$ cat config.mk
export PLATFORM = sky130hd
export DESIGN_NAME = id_stage_flat
export DESIGN_NICKNAME = d
export VERILOG_FILES = /design/src/rtl/id_stage_pkg.sv /design/src/rtl/id_stage_if.sv /design/src/rtl/id_stage_decoder.sv /design/src/rtl/id_stage.sv /design/src/flat_wrapper.sv
export SDC_FILE = /design/constraint.sdc
export NUM_CORES = 1
export LEC_CHECK = 0
export BUFFER_PORTS_ARGS = -buffer_cell sky130_fd_sc_hd__buf_2
export CORE_MARGIN = 3
export CORE_UTILIZATION = 47
export CTS_CLUSTER_DIAMETER = 30
export CTS_CLUSTER_SIZE = 12
export DETAILED_ROUTE_END_ITERATION = 8
export PLACE_DENSITY = 0.8
export SYNTH_ARGS = -nofsm -noshare
export SYNTH_HDL_FRONTEND = slang
export SYNTH_SLANG_ARGS = --single-unit
$ cat constraint.sdc
create_clock -name clk_in -period 2.65 [get_ports clk_in]
set_clock_uncertainty 0.05 [all_clocks]
set_input_delay 0 -clock clk_in [delete_from_list [all_inputs] [get_ports clk_in]]
set_output_delay 0 -clock clk_in [all_outputs]
set_load 0.03 [all_outputs]
$ cat src/rtl/id_stage_pkg.sv
// Shared RV32I decode constants: opcodes, funct codes, internal op enumeration,
// stage state encodings and the decoder result record.
package id_stage_pkg;

  localparam int XLEN = 32;
  localparam int OP_W = 6;

  localparam logic [6:0] OPC_LUI    = 7'b0110111;
  localparam logic [6:0] OPC_AUIPC  = 7'b0010111;
  localparam logic [6:0] OPC_JAL    = 7'b1101111;
  localparam logic [6:0] OPC_JALR   = 7'b1100111;
  localparam logic [6:0] OPC_BRANCH = 7'b1100011;
  localparam logic [6:0] OPC_LOAD   = 7'b0000011;
  localparam logic [6:0] OPC_STORE  = 7'b0100011;
  localparam logic [6:0] OPC_OPIMM  = 7'b0010011;
  localparam logic [6:0] OPC_OP     = 7'b0110011;

  localparam logic [2:0] F3_ADD_SUB = 3'b000;
  localparam logic [2:0] F3_SLL     = 3'b001;
  localparam logic [2:0] F3_SLT     = 3'b010;
  localparam logic [2:0] F3_SLTU    = 3'b011;
  localparam logic [2:0] F3_XOR     = 3'b100;
  localparam logic [2:0] F3_SR      = 3'b101;
  localparam logic [2:0] F3_OR      = 3'b110;
  localparam logic [2:0] F3_AND     = 3'b111;

  localparam logic [6:0] F7_BASE = 7'b0000000;
  localparam logic [6:0] F7_ALT  = 7'b0100000;

  localparam logic [1:0] ST_IDLE = 2'd0;
  localparam logic [1:0] ST_READ = 2'd1;
  localparam logic [1:0] ST_HOLD = 2'd2;

  typedef enum logic [OP_W-1:0] {
    OP_NOP, OP_LUI, OP_AUIPC, OP_JAL, OP_JALR,
    OP_BEQ, OP_BNE, OP_BLT, OP_BGE, OP_BLTU, OP_BGEU,
    OP_LB, OP_LH, OP_LW, OP_LBU, OP_LHU,
    OP_SB, OP_SH, OP_SW,
    OP_ADDI, OP_SLTI, OP_SLTIU, OP_XORI, OP_ORI, OP_ANDI, OP_SLLI, OP_SRLI, OP_SRAI,
    OP_ADD, OP_SUB, OP_SLL, OP_SLT, OP_SLTU, OP_XOR, OP_SRL, OP_SRA, OP_OR, OP_AND
  } op_e;

  typedef struct packed {
    op_e             op;
    logic [XLEN-1:0] imm;
    logic [4:0]      rd;
    logic            uses_rs1;
    logic            uses_rs2;
    logic            rd_we;
    logic            illegal;
  } dec_t;

endpackage

$ cat src/rtl/id_stage_if.sv
// Fetch, register-file and execute handshakes of the decode stage.
// slave = the stage itself, master = the surrounding pipeline.
interface id_stage_if;
  import id_stage_pkg::*;

  logic            if_valid;
  logic [XLEN-1:0] if_inst;
  logic [XLEN-1:0] if_pc;
  logic            id_ready;

  logic [4:0]      rs1;
  logic            rs1_read_rdy;
  logic [XLEN-1:0] rs1_val;
  logic            rs1_read_fin;
  logic [4:0]      rs2;
  logic            rs2_read_rdy;
  logic [XLEN-1:0] rs2_val;
  logic            rs2_read_fin;

  logic            ex_valid;
  logic            ex_ready;
  logic [XLEN-1:0] ex_pc;
  logic [OP_W-1:0] ex_op;
  logic [XLEN-1:0] ex_rs1_val;
  logic [XLEN-1:0] ex_rs2_val;
  logic [XLEN-1:0] ex_imm;
  logic [4:0]      ex_rd;
  logic            ex_rd_we;
  logic            ex_illegal;

  modport slave (
    input  if_valid, if_inst, if_pc, rs1_val, rs1_read_fin, rs2_val, rs2_read_fin, ex_ready,
    output id_ready, rs1, rs1_read_rdy, rs2, rs2_read_rdy,
    output ex_valid, ex_pc, ex_op, ex_rs1_val, ex_rs2_val, ex_imm, ex_rd, ex_rd_we, ex_illegal
  );

  modport master (
    output if_valid, if_inst, if_pc, rs1_val, rs1_read_fin, rs2_val, rs2_read_fin, ex_ready,
    input  id_ready, rs1, rs1_read_rdy, rs2, rs2_read_rdy,
    input  ex_valid, ex_pc, ex_op, ex_rs1_val, ex_rs2_val, ex_imm, ex_rd, ex_rd_we, ex_illegal
  );
endinterface

$ cat src/rtl/id_stage_decoder.sv
// RV32I instruction decoder: op, immediate, register usage, rd write, illegal flag.
// Purely combinational, zero latency, no backpressure.
module id_decoder import id_stage_pkg::*; (
  input  logic [XLEN-1:0] inst_i,
  output dec_t            dec_o
);

  logic [6:0]      opcode;
  logic [2:0]      f3;
  logic [6:0]      f7;
  logic [XLEN-1:0] imm_i, imm_s, imm_b, imm_u, imm_j;
  dec_t            d;

  assign opcode = inst_i[6:0];
  assign f3     = inst_i[14:12];
  assign f7     = inst_i[31:25];
  assign imm_i  = {{20{inst_i[31]}}, inst_i[31:20]};
  assign imm_s  = {{20{inst_i[31]}}, inst_i[31:25], inst_i[11:7]};
  assign imm_b  = {{19{inst_i[31]}}, inst_i[31], inst_i[7], inst_i[30:25], inst_i[11:8], 1'b0};
  assign imm_u  = {inst_i[31:12], 12'b0};
  assign imm_j  = {{11{inst_i[31]}}, inst_i[31], inst_i[19:12], inst_i[20], inst_i[30:21], 1'b0};

  always_comb begin
    d.op       = OP_NOP;
    d.imm      = '0;
    d.rd       = inst_i[11:7];
    d.uses_rs1 = 1'b0;
    d.uses_rs2 = 1'b0;
    d.rd_we    = 1'b0;
    d.illegal  = 1'b0;
    case (opcode)
      OPC_LUI:   begin d.op = OP_LUI;   d.imm = imm_u; d.rd_we = 1'b1; end
      OPC_AUIPC: begin d.op = OP_AUIPC; d.imm = imm_u; d.rd_we = 1'b1; end
      OPC_JAL:   begin d.op = OP_JAL;   d.imm = imm_j; d.rd_we = 1'b1; end
      OPC_JALR: begin
        d.op = OP_JALR; d.imm = imm_i; d.uses_rs1 = 1'b1; d.rd_we = 1'b1;
        d.illegal = (f3 != 3'b000);
      end
      OPC_BRANCH: begin
        d.imm = imm_b; d.uses_rs1 = 1'b1; d.uses_rs2 = 1'b1;
        case (f3)
          3'b000:  d.op = OP_BEQ;
          3'b001:  d.op = OP_BNE;
          3'b100:  d.op = OP_BLT;
          3'b101:  d.op = OP_BGE;
          3'b110:  d.op = OP_BLTU;
          3'b111:  d.op = OP_BGEU;
          default: d.illegal = 1'b1;
        endcase
      end
      OPC_LOAD: begin
        d.imm = imm_i; d.uses_rs1 = 1'b1; d.rd_we = 1'b1;
        case (f3)
          3'b000:  d.op = OP_LB;
          3'b001:  d.op = OP_LH;
          3'b010:  d.op = OP_LW;
          3'b100:  d.op = OP_LBU;
          3'b101:  d.op = OP_LHU;
          default: d.illegal = 1'b1;
        endcase
      end
      OPC_STORE: begin
        d.imm = imm_s; d.uses_rs1 = 1'b1; d.uses_rs2 = 1'b1;
        case (f3)
          3'b000:  d.op = OP_SB;
          3'b001:  d.op = OP_SH;
          3'b010:  d.op = OP_SW;
          default: d.illegal = 1'b1;
        endcase
      end
      OPC_OPIMM: begin
        d.imm = imm_i; d.uses_rs1 = 1'b1; d.rd_we = 1'b1;
        case (f3)
          F3_ADD_SUB: d.op = OP_ADDI;
          F3_SLT:     d.op = OP_SLTI;
          F3_SLTU:    d.op = OP_SLTIU;
          F3_XOR:     d.op = OP_XORI;
          F3_OR:      d.op = OP_ORI;
          F3_AND:     d.op = OP_ANDI;
          F3_SLL: begin d.op = OP_SLLI; d.illegal = (f7 != F7_BASE); end
          default: begin
            d.op      = (f7 == F7_ALT) ? OP_SRAI : OP_SRLI;
            d.illegal = (f7 != F7_BASE) && (f7 != F7_ALT);
          end
        endcase
      end
      OPC_OP: begin
        d.uses_rs1 = 1'b1; d.uses_rs2 = 1'b1; d.rd_we = 1'b1;
        // funct7 ALT is only meaningful for SUB and SRA
        d.illegal = !((f7 == F7_BASE) ||
                      ((f7 == F7_ALT) && ((f3 == F3_ADD_SUB) || (f3 == F3_SR))));
        case (f3)
          F3_ADD_SUB: d.op = (f7 == F7_ALT) ? OP_SUB : OP_ADD;
          F3_SLL:     d.op = OP_SLL;
          F3_SLT:     d.op = OP_SLT;
          F3_SLTU:    d.op = OP_SLTU;
          F3_XOR:     d.op = OP_XOR;
          F3_SR:      d.op = (f7 == F7_ALT) ? OP_SRA : OP_SRL;
          F3_OR:      d.op = OP_OR;
          default:    d.op = OP_AND;
        endcase
      end
      default: d.illegal = 1'b1;
    endcase

    if (!d.rd_we) d.rd = 5'd0;
    if (d.rd == 5'd0) d.rd_we = 1'b0;
    if (d.illegal) begin
      d.op = OP_NOP; d.imm = '0; d.rd = 5'd0;
      d.uses_rs1 = 1'b0; d.uses_rs2 = 1'b0; d.rd_we = 1'b0;
    end
    dec_o = d;
  end

endmodule

$ cat src/rtl/id_stage.sv
// RV32I decode/operand-fetch stage: accept, read rs1/rs2 via regfile handshake, hold for execute.
// Accept->ex_valid 1 cycle (no reads) or 2 (fins next cycle); no skid, id_ready low until consumed.
module id_stage (
  input logic      clk_in,
  input logic      rst_in,
  input logic      rdy_in,
  input logic      stall,
  id_stage_if.slave io
);
  import id_stage_pkg::*;

  logic [1:0]      state_q, state_d;
  logic [XLEN-1:0] pc_q, pc_d, imm_q, imm_d;
  logic [XLEN-1:0] rs1_val_q, rs1_val_d, rs2_val_q, rs2_val_d;
  logic [OP_W-1:0] op_q, op_d;
  logic [4:0]      rd_q, rd_d, rs1_idx_q, rs1_idx_d, rs2_idx_q, rs2_idx_d;
  logic            rd_we_q, rd_we_d, illegal_q, illegal_d;
  logic            req1_q, req1_d, req2_q, req2_d;
  logic            en, fin1, fin2;
  dec_t            dec;

  id_decoder u_decoder (.inst_i(io.if_inst), .dec_o(dec));

  assign en   = rdy_in && !stall;
  // a finish without an outstanding request is ignored
  assign fin1 = io.rs1_read_fin && req1_q;
  assign fin2 = io.rs2_read_fin && req2_q;

  always_comb begin
    state_d   = state_q;
    pc_d      = pc_q;
    imm_d     = imm_q;
    op_d      = op_q;
    rd_d      = rd_q;
    rd_we_d   = rd_we_q;
    illegal_d = illegal_q;
    rs1_idx_d = rs1_idx_q;
    rs2_idx_d = rs2_idx_q;
    rs1_val_d = rs1_val_q;
    rs2_val_d = rs2_val_q;
    req1_d    = req1_q;
    req2_d    = req2_q;
    if (en) begin
      case (state_q)
        ST_IDLE: begin
          if (io.if_valid) begin
            pc_d      = io.if_pc;
            imm_d     = dec.imm;
            op_d      = dec.op;
            rd_d      = dec.rd;
            rd_we_d   = dec.rd_we;
            illegal_d = dec.illegal;
            rs1_idx_d = io.if_inst[19:15];
            rs2_idx_d = io.if_inst[24:20];
            rs1_val_d = '0;
            rs2_val_d = '0;
            req1_d    = dec.uses_rs1;
            req2_d    = dec.uses_rs2;
            state_d   = (dec.uses_rs1 || dec.uses_rs2) ? ST_READ : ST_HOLD;
          end
        end
        ST_READ: begin
          if (fin1) begin rs1_val_d = io.rs1_val; req1_d = 1'b0; end
          if (fin2) begin rs2_val_d = io.rs2_val; req2_d = 1'b0; end
          if (!req1_d && !req2_d) state_d = ST_HOLD;
        end
        ST_HOLD: if (io.ex_ready) state_d = ST_IDLE;
        default: state_d = ST_IDLE;
      endcase
    end
  end

  always_ff @(posedge clk_in) begin
    if (rst_in) begin
      state_q   <= ST_IDLE;
      pc_q      <= '0;
      imm_q     <= '0;
      op_q      <= '0;
      rd_q      <= '0;
      rd_we_q   <= 1'b0;
      illegal_q <= 1'b0;
      rs1_idx_q <= '0;
      rs2_idx_q <= '0;
      rs1_val_q <= '0;
      rs2_val_q <= '0;
      req1_q    <= 1'b0;
      req2_q    <= 1'b0;
    end else begin
      state_q   <= state_d;
      pc_q      <= pc_d;
      imm_q     <= imm_d;
      op_q      <= op_d;
      rd_q      <= rd_d;
      rd_we_q   <= rd_we_d;
      illegal_q <= illegal_d;
      rs1_idx_q <= rs1_idx_d;
      rs2_idx_q <= rs2_idx_d;
      rs1_val_q <= rs1_val_d;
      rs2_val_q <= rs2_val_d;
      req1_q    <= req1_d;
      req2_q    <= req2_d;
    end
  end

  assign io.id_ready     = (state_q == ST_IDLE);
  assign io.ex_valid     = (state_q == ST_HOLD);
  assign io.rs1          = rs1_idx_q;
  assign io.rs2          = rs2_idx_q;
  assign io.rs1_read_rdy = req1_q;
  assign io.rs2_read_rdy = req2_q;
  assign io.ex_pc        = pc_q;
  assign io.ex_op        = op_q;
  assign io.ex_rs1_val   = rs1_val_q;
  assign io.ex_rs2_val   = rs2_val_q;
  assign io.ex_imm       = imm_q;
  assign io.ex_rd        = rd_q;
  assign io.ex_rd_we     = rd_we_q;
  assign io.ex_illegal   = illegal_q;

endmodule

$ cat src/flat_wrapper.sv
// flat-port wrapper written by rule: the top's interface ports become plain ports
module id_stage_flat import id_stage_pkg::*;
  (clk_in, rst_in, rdy_in, stall, io_if_valid, io_if_inst, io_if_pc, io_rs1_val, io_rs1_read_fin, io_rs2_val, io_rs2_read_fin, io_ex_ready, io_id_ready, io_rs1, io_rs1_read_rdy, io_rs2, io_rs2_read_rdy, io_ex_valid, io_ex_pc, io_ex_op, io_ex_rs1_val, io_ex_rs2_val, io_ex_imm, io_ex_rd, io_ex_rd_we, io_ex_illegal);
  id_stage_if io_i ();
  input logic clk_in;
  input logic rst_in;
  input logic rdy_in;
  input logic stall;
  input wire logic [$bits(io_i.if_valid)-1:0] io_if_valid;
  input wire logic [$bits(io_i.if_inst)-1:0] io_if_inst;
  input wire logic [$bits(io_i.if_pc)-1:0] io_if_pc;
  input wire logic [$bits(io_i.rs1_val)-1:0] io_rs1_val;
  input wire logic [$bits(io_i.rs1_read_fin)-1:0] io_rs1_read_fin;
  input wire logic [$bits(io_i.rs2_val)-1:0] io_rs2_val;
  input wire logic [$bits(io_i.rs2_read_fin)-1:0] io_rs2_read_fin;
  input wire logic [$bits(io_i.ex_ready)-1:0] io_ex_ready;
  output wire logic [$bits(io_i.id_ready)-1:0] io_id_ready;
  output wire logic [$bits(io_i.rs1)-1:0] io_rs1;
  output wire logic [$bits(io_i.rs1_read_rdy)-1:0] io_rs1_read_rdy;
  output wire logic [$bits(io_i.rs2)-1:0] io_rs2;
  output wire logic [$bits(io_i.rs2_read_rdy)-1:0] io_rs2_read_rdy;
  output wire logic [$bits(io_i.ex_valid)-1:0] io_ex_valid;
  output wire logic [$bits(io_i.ex_pc)-1:0] io_ex_pc;
  output wire logic [$bits(io_i.ex_op)-1:0] io_ex_op;
  output wire logic [$bits(io_i.ex_rs1_val)-1:0] io_ex_rs1_val;
  output wire logic [$bits(io_i.ex_rs2_val)-1:0] io_ex_rs2_val;
  output wire logic [$bits(io_i.ex_imm)-1:0] io_ex_imm;
  output wire logic [$bits(io_i.ex_rd)-1:0] io_ex_rd;
  output wire logic [$bits(io_i.ex_rd_we)-1:0] io_ex_rd_we;
  output wire logic [$bits(io_i.ex_illegal)-1:0] io_ex_illegal;
  assign io_i.if_valid = io_if_valid;
  assign io_i.if_inst = io_if_inst;
  assign io_i.if_pc = io_if_pc;
  assign io_i.rs1_val = io_rs1_val;
  assign io_i.rs1_read_fin = io_rs1_read_fin;
  assign io_i.rs2_val = io_rs2_val;
  assign io_i.rs2_read_fin = io_rs2_read_fin;
  assign io_i.ex_ready = io_ex_ready;
  assign io_id_ready = io_i.id_ready;
  assign io_rs1 = io_i.rs1;
  assign io_rs1_read_rdy = io_i.rs1_read_rdy;
  assign io_rs2 = io_i.rs2;
  assign io_rs2_read_rdy = io_i.rs2_read_rdy;
  assign io_ex_valid = io_i.ex_valid;
  assign io_ex_pc = io_i.ex_pc;
  assign io_ex_op = io_i.ex_op;
  assign io_ex_rs1_val = io_i.ex_rs1_val;
  assign io_ex_rs2_val = io_i.ex_rs2_val;
  assign io_ex_imm = io_i.ex_imm;
  assign io_ex_rd = io_i.ex_rd;
  assign io_ex_rd_we = io_i.ex_rd_we;
  assign io_ex_illegal = io_i.ex_illegal;
  id_stage u_core (.clk_in(clk_in), .rst_in(rst_in), .rdy_in(rdy_in), .stall(stall), .io(io_i));
endmodule
# == Word level (Yosys, flattened, before mapping) ==
# Cells that the tools add are included.
# totals
register_bits,155
latch_bits,0
ramBits,0
romBits,0
inputBits,136
output_inout_bits,155
wordCells,114
mem_count,0
# op_classes
n_addsub,0
multipliers,0
n_div,0
magnitude_cmp,0
n_eq_ne,25
n_shift,0
muxes,41
n_bitwise,0
reduce_logical,35
# op_table
op,n
$pmux W32 S5,1
$pmux W32 S2,2
$mux W32,3
$pmux W6 S9,1
$mux W46,1
$pmux W6 S7,1
$eq A7 B6 Y1 const B,4
$pmux W4 S7,1
$pmux W4 S6,1
$eq A7 B7 Y1 const B,3
$pmux W4 S5,1
$mux W1,18
$reduce_or A6 Y1,3
$pmux W5 S3,1
$eq A7 B5 Y1 const B,2
$eq A3 B3 Y1 const B,4
$reduce_and A4 Y1,3
$reduce_or A3 Y1,4
$mux W2,4
$eq A7 B2 Y1 const B,1
$logic_not A7 Y1,1
$ne A7 B6 Y1 const B,1
$pmux W1 S7,1
$reduce_bool A7 Y1,1
21 further kinds,38

# == Depth between registers and ports, before layout ==
# depth
depth_word,11
ltp_mapped,8
depth_no_buf,6

# == Cells and area by module ==
# From an unflattened synthesis, not the netlist that was laid out.
# unflattened
cells_unflattened,931
area_unflattened_um2,7355.8
# modules_own_cells
mod,n_inst,cells_per_inst,area_per_inst_um2,seq_area_each_um2
id_stage,1,713,6138.4,3103.0
id_decoder,1,218,1217.4,0.0

# == Least setup slack after synthesis ==
# No wires, ideal clock.
# synth_timing
kind,register to register
startpoint,register u_core.state_q[0]
endpoint,"register u_core.imm_q[20], in the netlist u_core.io.ex_imm[20]"
setup_time_ps,70
arrival_time_ps,2003
t_required_ps,2530
slack_ps,527
path_stages_with_launch,9
n_path_buf,2
period_less_slack_ps,2123
path_cell_list,dfxtp_1 -> buf_2 -> nor2_4 -> nand3_2 -> nor3_1 -> nand4b_4 -> or4_4 -> buf_6 -> o21ai_2
# synth_via
elab_chain_len,2
# synth_lines
element,line_no,rtl
from (decl),id_stage.sv:12,"logic [1:0] state_q, state_d;"
from (signal assigned),id_stage.sv:89,state_q <= state_d;
$logic_not A2 Y1,-,
via io_id_ready,flat_wrapper.sv:17,output wire logic [$bits(io_i.id_ready)-1:0] io_id_ready;
$reduce_and A3 Y1 (no source line),-,
to (signal assigned),id_stage.sv:91,imm_q <= imm_d;
to (decl),id_stage.sv:13,"logic [XLEN-1:0] pc_q, pc_d, imm_q, imm_d;"
# The timed path passes the listed nets, and every way through them passes these cells.
# A chain may end at the register's enable or synchronous reset.

# == Final worst setup path ==
# layout_timing
startpoint,input io_if_inst[25]
endpoint,"register u_core.imm_q[21], in the netlist u_core.io.ex_imm[21]"
# layout_via
elab_chain_len,6
elab_cells_between_ends,11
cone_classes,eq/ne (2); mux (3); reduce/logical (6)
# layout_lines
element,line_no,rtl
from (decl),flat_wrapper.sv:10,input wire logic [$bits(io_i.if_inst)-1:0] io_if_inst;
"parallel branches: the longest is 4 deep, another holds $ne A7 B6 Y1",-,
$pmux W1 S7 *,id_stage_decoder.sv:31,case (opcode)
$mux W46 *,id_stage_decoder.sv:108,if (d.illegal) begin
# Mark *: on every way between the ends.

==> out/qor.yml <==
status: "finished, final reports clean"
synthArstFlopShare: 0
peakVddDrop_mv: 0.348
hold_path_class: "input pin to flop"
cap_violations: 0
finalSetupViolCount: 0
min_from: "io_rs2_read_fin"
slew_headroom: 0.406
grt_pass1_vias: 7523
wirelength_met1_mm: 9.43
cts_setup_buffers: 0
start_util: 0.483
cts.sinks: 155
multi_input_area_um2: 3050
crit_fanout: 19
grtUsageTotal: 0.319
grt_pass1_wl_mm: 38.1
portBuffers: 290
worst_setup_path_end_kind: "flop"
register_area_um2: 3100
synthCells: 804
synth_seq_area_share: 0.483
synth_edf_count: 0
io_pins: 291
clockRootBuffer: "clkbuf_16"
whs_path_depth: 5
synth.top_cell.area_share: 0.483
drt_wl_total_mm: 25.1
worstPathArrival_ns: 2.74
rows: 42
grt_max_degree: 74
drtPass1Iterations: 5
cts_tree: "built"
htreeDepth: 4
ant_nets: 0
placeableCoreArea_um2: 13300
cts_max_path_buffers: 2
clk_pin_slew_worst_paths_ns: 0.06
crit-reg2reg-launch: "u_core.state_q[1]$_SDFFE_PP0P_"
ys_warn_count: 0
synth_commonest_cells: "nand2_1 (194), dfxtp_1 (155), a21oi_1 (127)"
synthDistinctLibCells: 59
netlist_area_um2: 6420
fin_nets: 1327
routedWlPerCell_um: 18.2
fmax_mhz: 407
wl_met3_mm: 2.66
tightest_slew_ns: 0.891
drc_errors: 0
yosysMostFrequentCell: "nand2_1"
worstSetupPathType: "input pin to flop"
die_h_um: 123
area_growth_pct: 53.4
syn_avg_cell_area_um2: 7.99
wl_met2_mm: 12.0
r2r-end: "u_core.io.ex_imm[21]$_SDFFE_PP0P_"
fin_tns_setup_ns: 0
drive_gt1_frac: 0.305
period_share: 0.927
top_layer: "met4"
fillers: 921
critPathLaunchType: "input pin"
ys_top_cells_by_area: "dfxtp_1 (48%), nand2_1 (11%), a21oi_1 (9.9%)"
diodes: 0
maxSlewViolCount: 0
die_w_um: 123
ys.flop_type: "dfxtp_1"
ff2ff_path_depth: 6
cts_buffers: 17
dp_hpwl_mm: 14.8
p_leak_nw: 4.28
fp.dieArea_um2: 15100
rsz0062_at_grt: "false"
antenna_found_initial: 0
viasPerCell: 5.64
gp_congestion: 0.944
final_hold_viol_count: 0
reg2reg_slack_ns: 0.44
min_to: "u_core.io.rs2_read_rdy$_SDFFE_PP0P_"
hold_slack_ns: 0.0126
synth_nets: 940
drt_iter0_drc: 686
synth_top_area_cell: "dfxtp_1"
vias: 7775
clock_latency_ns: 0.41
synth_seq_cells: 155
gr-total-overflow: 0
cellPowerDensity_nw_per_um2: 561
fin_crit_ns: 2.46
worstPathRequired_ns: 2.94
[critical path, stage by stage]
cell and delay [ns]:
dlygate4sd3_1 0.52, buf_2 0.15, nor4_1 0.65, a311oi_1 0.26, nand4b_4 0.39, or4_4 0.63, o21ai_1 0.13
[area by class of cell]
type / count / share of cell area
Clock buffer: 20 / 0.0474
Clock inverter: 11 / 0.0160
Inverter: 9 / 0.00343
Multi-Input combinational cell: 577 / 0.310
Sequential cell: 155 / 0.315
Tap cell: 176 / 0.0223
Timing Repair Buffer: 431 / 0.286
[placed cells by master (no fill, tap or decap), drive strengths merged, types with 10 or more instances in the layout]
| master | instances |
|---|---|
| nor2b | 10 |
| o21ai | 39 |
| buf | 309 |
| dfxtp | 155 |
| a21oi | 127 |
| nand2 | 194 |
| dlygate4sd3 | 122 |
| nor3 | 10 |
| nand3 | 68 |
| inv | 13 |
| a22oi | 15 |
| clkbuf | 20 |
| nor2 | 23 |
| a22o | 13 |
[report_power, final]
part	internal (mW)	leakage, nW	switching (mW)
logic	0.270	2.73	0.341
registers	2.35	1.25	0.0132
clock network	1.57	0.300	0.983
[flip-flops by register name, indices dropped and copies added, names as in the netlist]
signal,flops
u_core.io.ex_rs1_val,32
u_core.io.ex_pc,32
u_core.io.rs2_read_rdy,1
u_core.io.ex_rd,5
u_core.state_q,2
u_core.io.ex_illegal,1
u_core.io.rs2,5
u_core.io.rs1_read_rdy,1
u_core.io.rs1,5
u_core.io.ex_imm,32
u_core.io.ex_rs2_val,32
u_core.io.ex_rd_we,1
u_core.io.ex_op,6
[per-layer routing]
metal | up-vias | global-route usage
li1 | 3590 | -
met4 | 0 | 0.154
met5 | - | 0
met1 | 3645 | 0.375
met2 | 465 | 0.526
met3 | 75 | 0.102
[per-stage QoR]
stage | power [mW] | std cells | util | instance area [um2] | setup slack (ns)
6_report | 5.53 | 1379 | 0.741 | 9850 | 0.193
3_3_place_gp | 2.87 | 1226 | 0.602 | 8010 | 0.473
3_5_place_dp | 2.86 | 1226 | 0.602 | 8010 | 0.431
2_1_floorplan | 2.65 | 804 | - | 6420 | 0.527
5_1_grt | 5.70 | 1379 | 0.741 | 9850 | 0.0883
4_1_cts | 5.53 | 1379 | 0.741 | 9850 | 0.227
[repair_timing]
item / in CTS / in global routing
hold buffers: 122 / 0
endpoints found under the hold margin: 145 / 0
resized for setup: 0 / 0
endpoints found under the setup margin: 0 / 0
[worst max path at each step]
stage / start / end / slack (ns) / cells past startpoint
2_1_floorplan: u_core.state_q[0]$_SDFFE_PP0P_ / u_core.io.ex_imm[20]$_SDFFE_PP0P_ / 0.53 / 8
3_5_place_dp: io_if_inst[25] / u_core.io.ex_imm[21]$_SDFFE_PP0P_ / 0.43 / 6
4_1_cts: io_if_inst[25] / u_core.io.ex_imm[21]$_SDFFE_PP0P_ / 0.23 / 7
3_3_place_gp: io_if_inst[25] / u_core.io.ex_imm[21]$_SDFFE_PP0P_ / 0.47 / 6
5_1_grt: io_if_inst[25] / u_core.io.ex_imm[21]$_SDFFE_PP0P_ / 0.09 / 7
6_report: io_if_inst[25] / u_core.io.ex_imm[21]$_SDFFE_PP0P_ / 0.19 / 7
[cells by family after synthesis]
logic type             Yosys count  synth area share
multiplexers                     1           0.00156
AO/OA/AOI/OAI                  237             0.230
AND/OR/NAND/NOR                339             0.241
buffers and inverters           72            0.0444
flip-flops                     155             0.483
(Power assumes the default switching activity.)
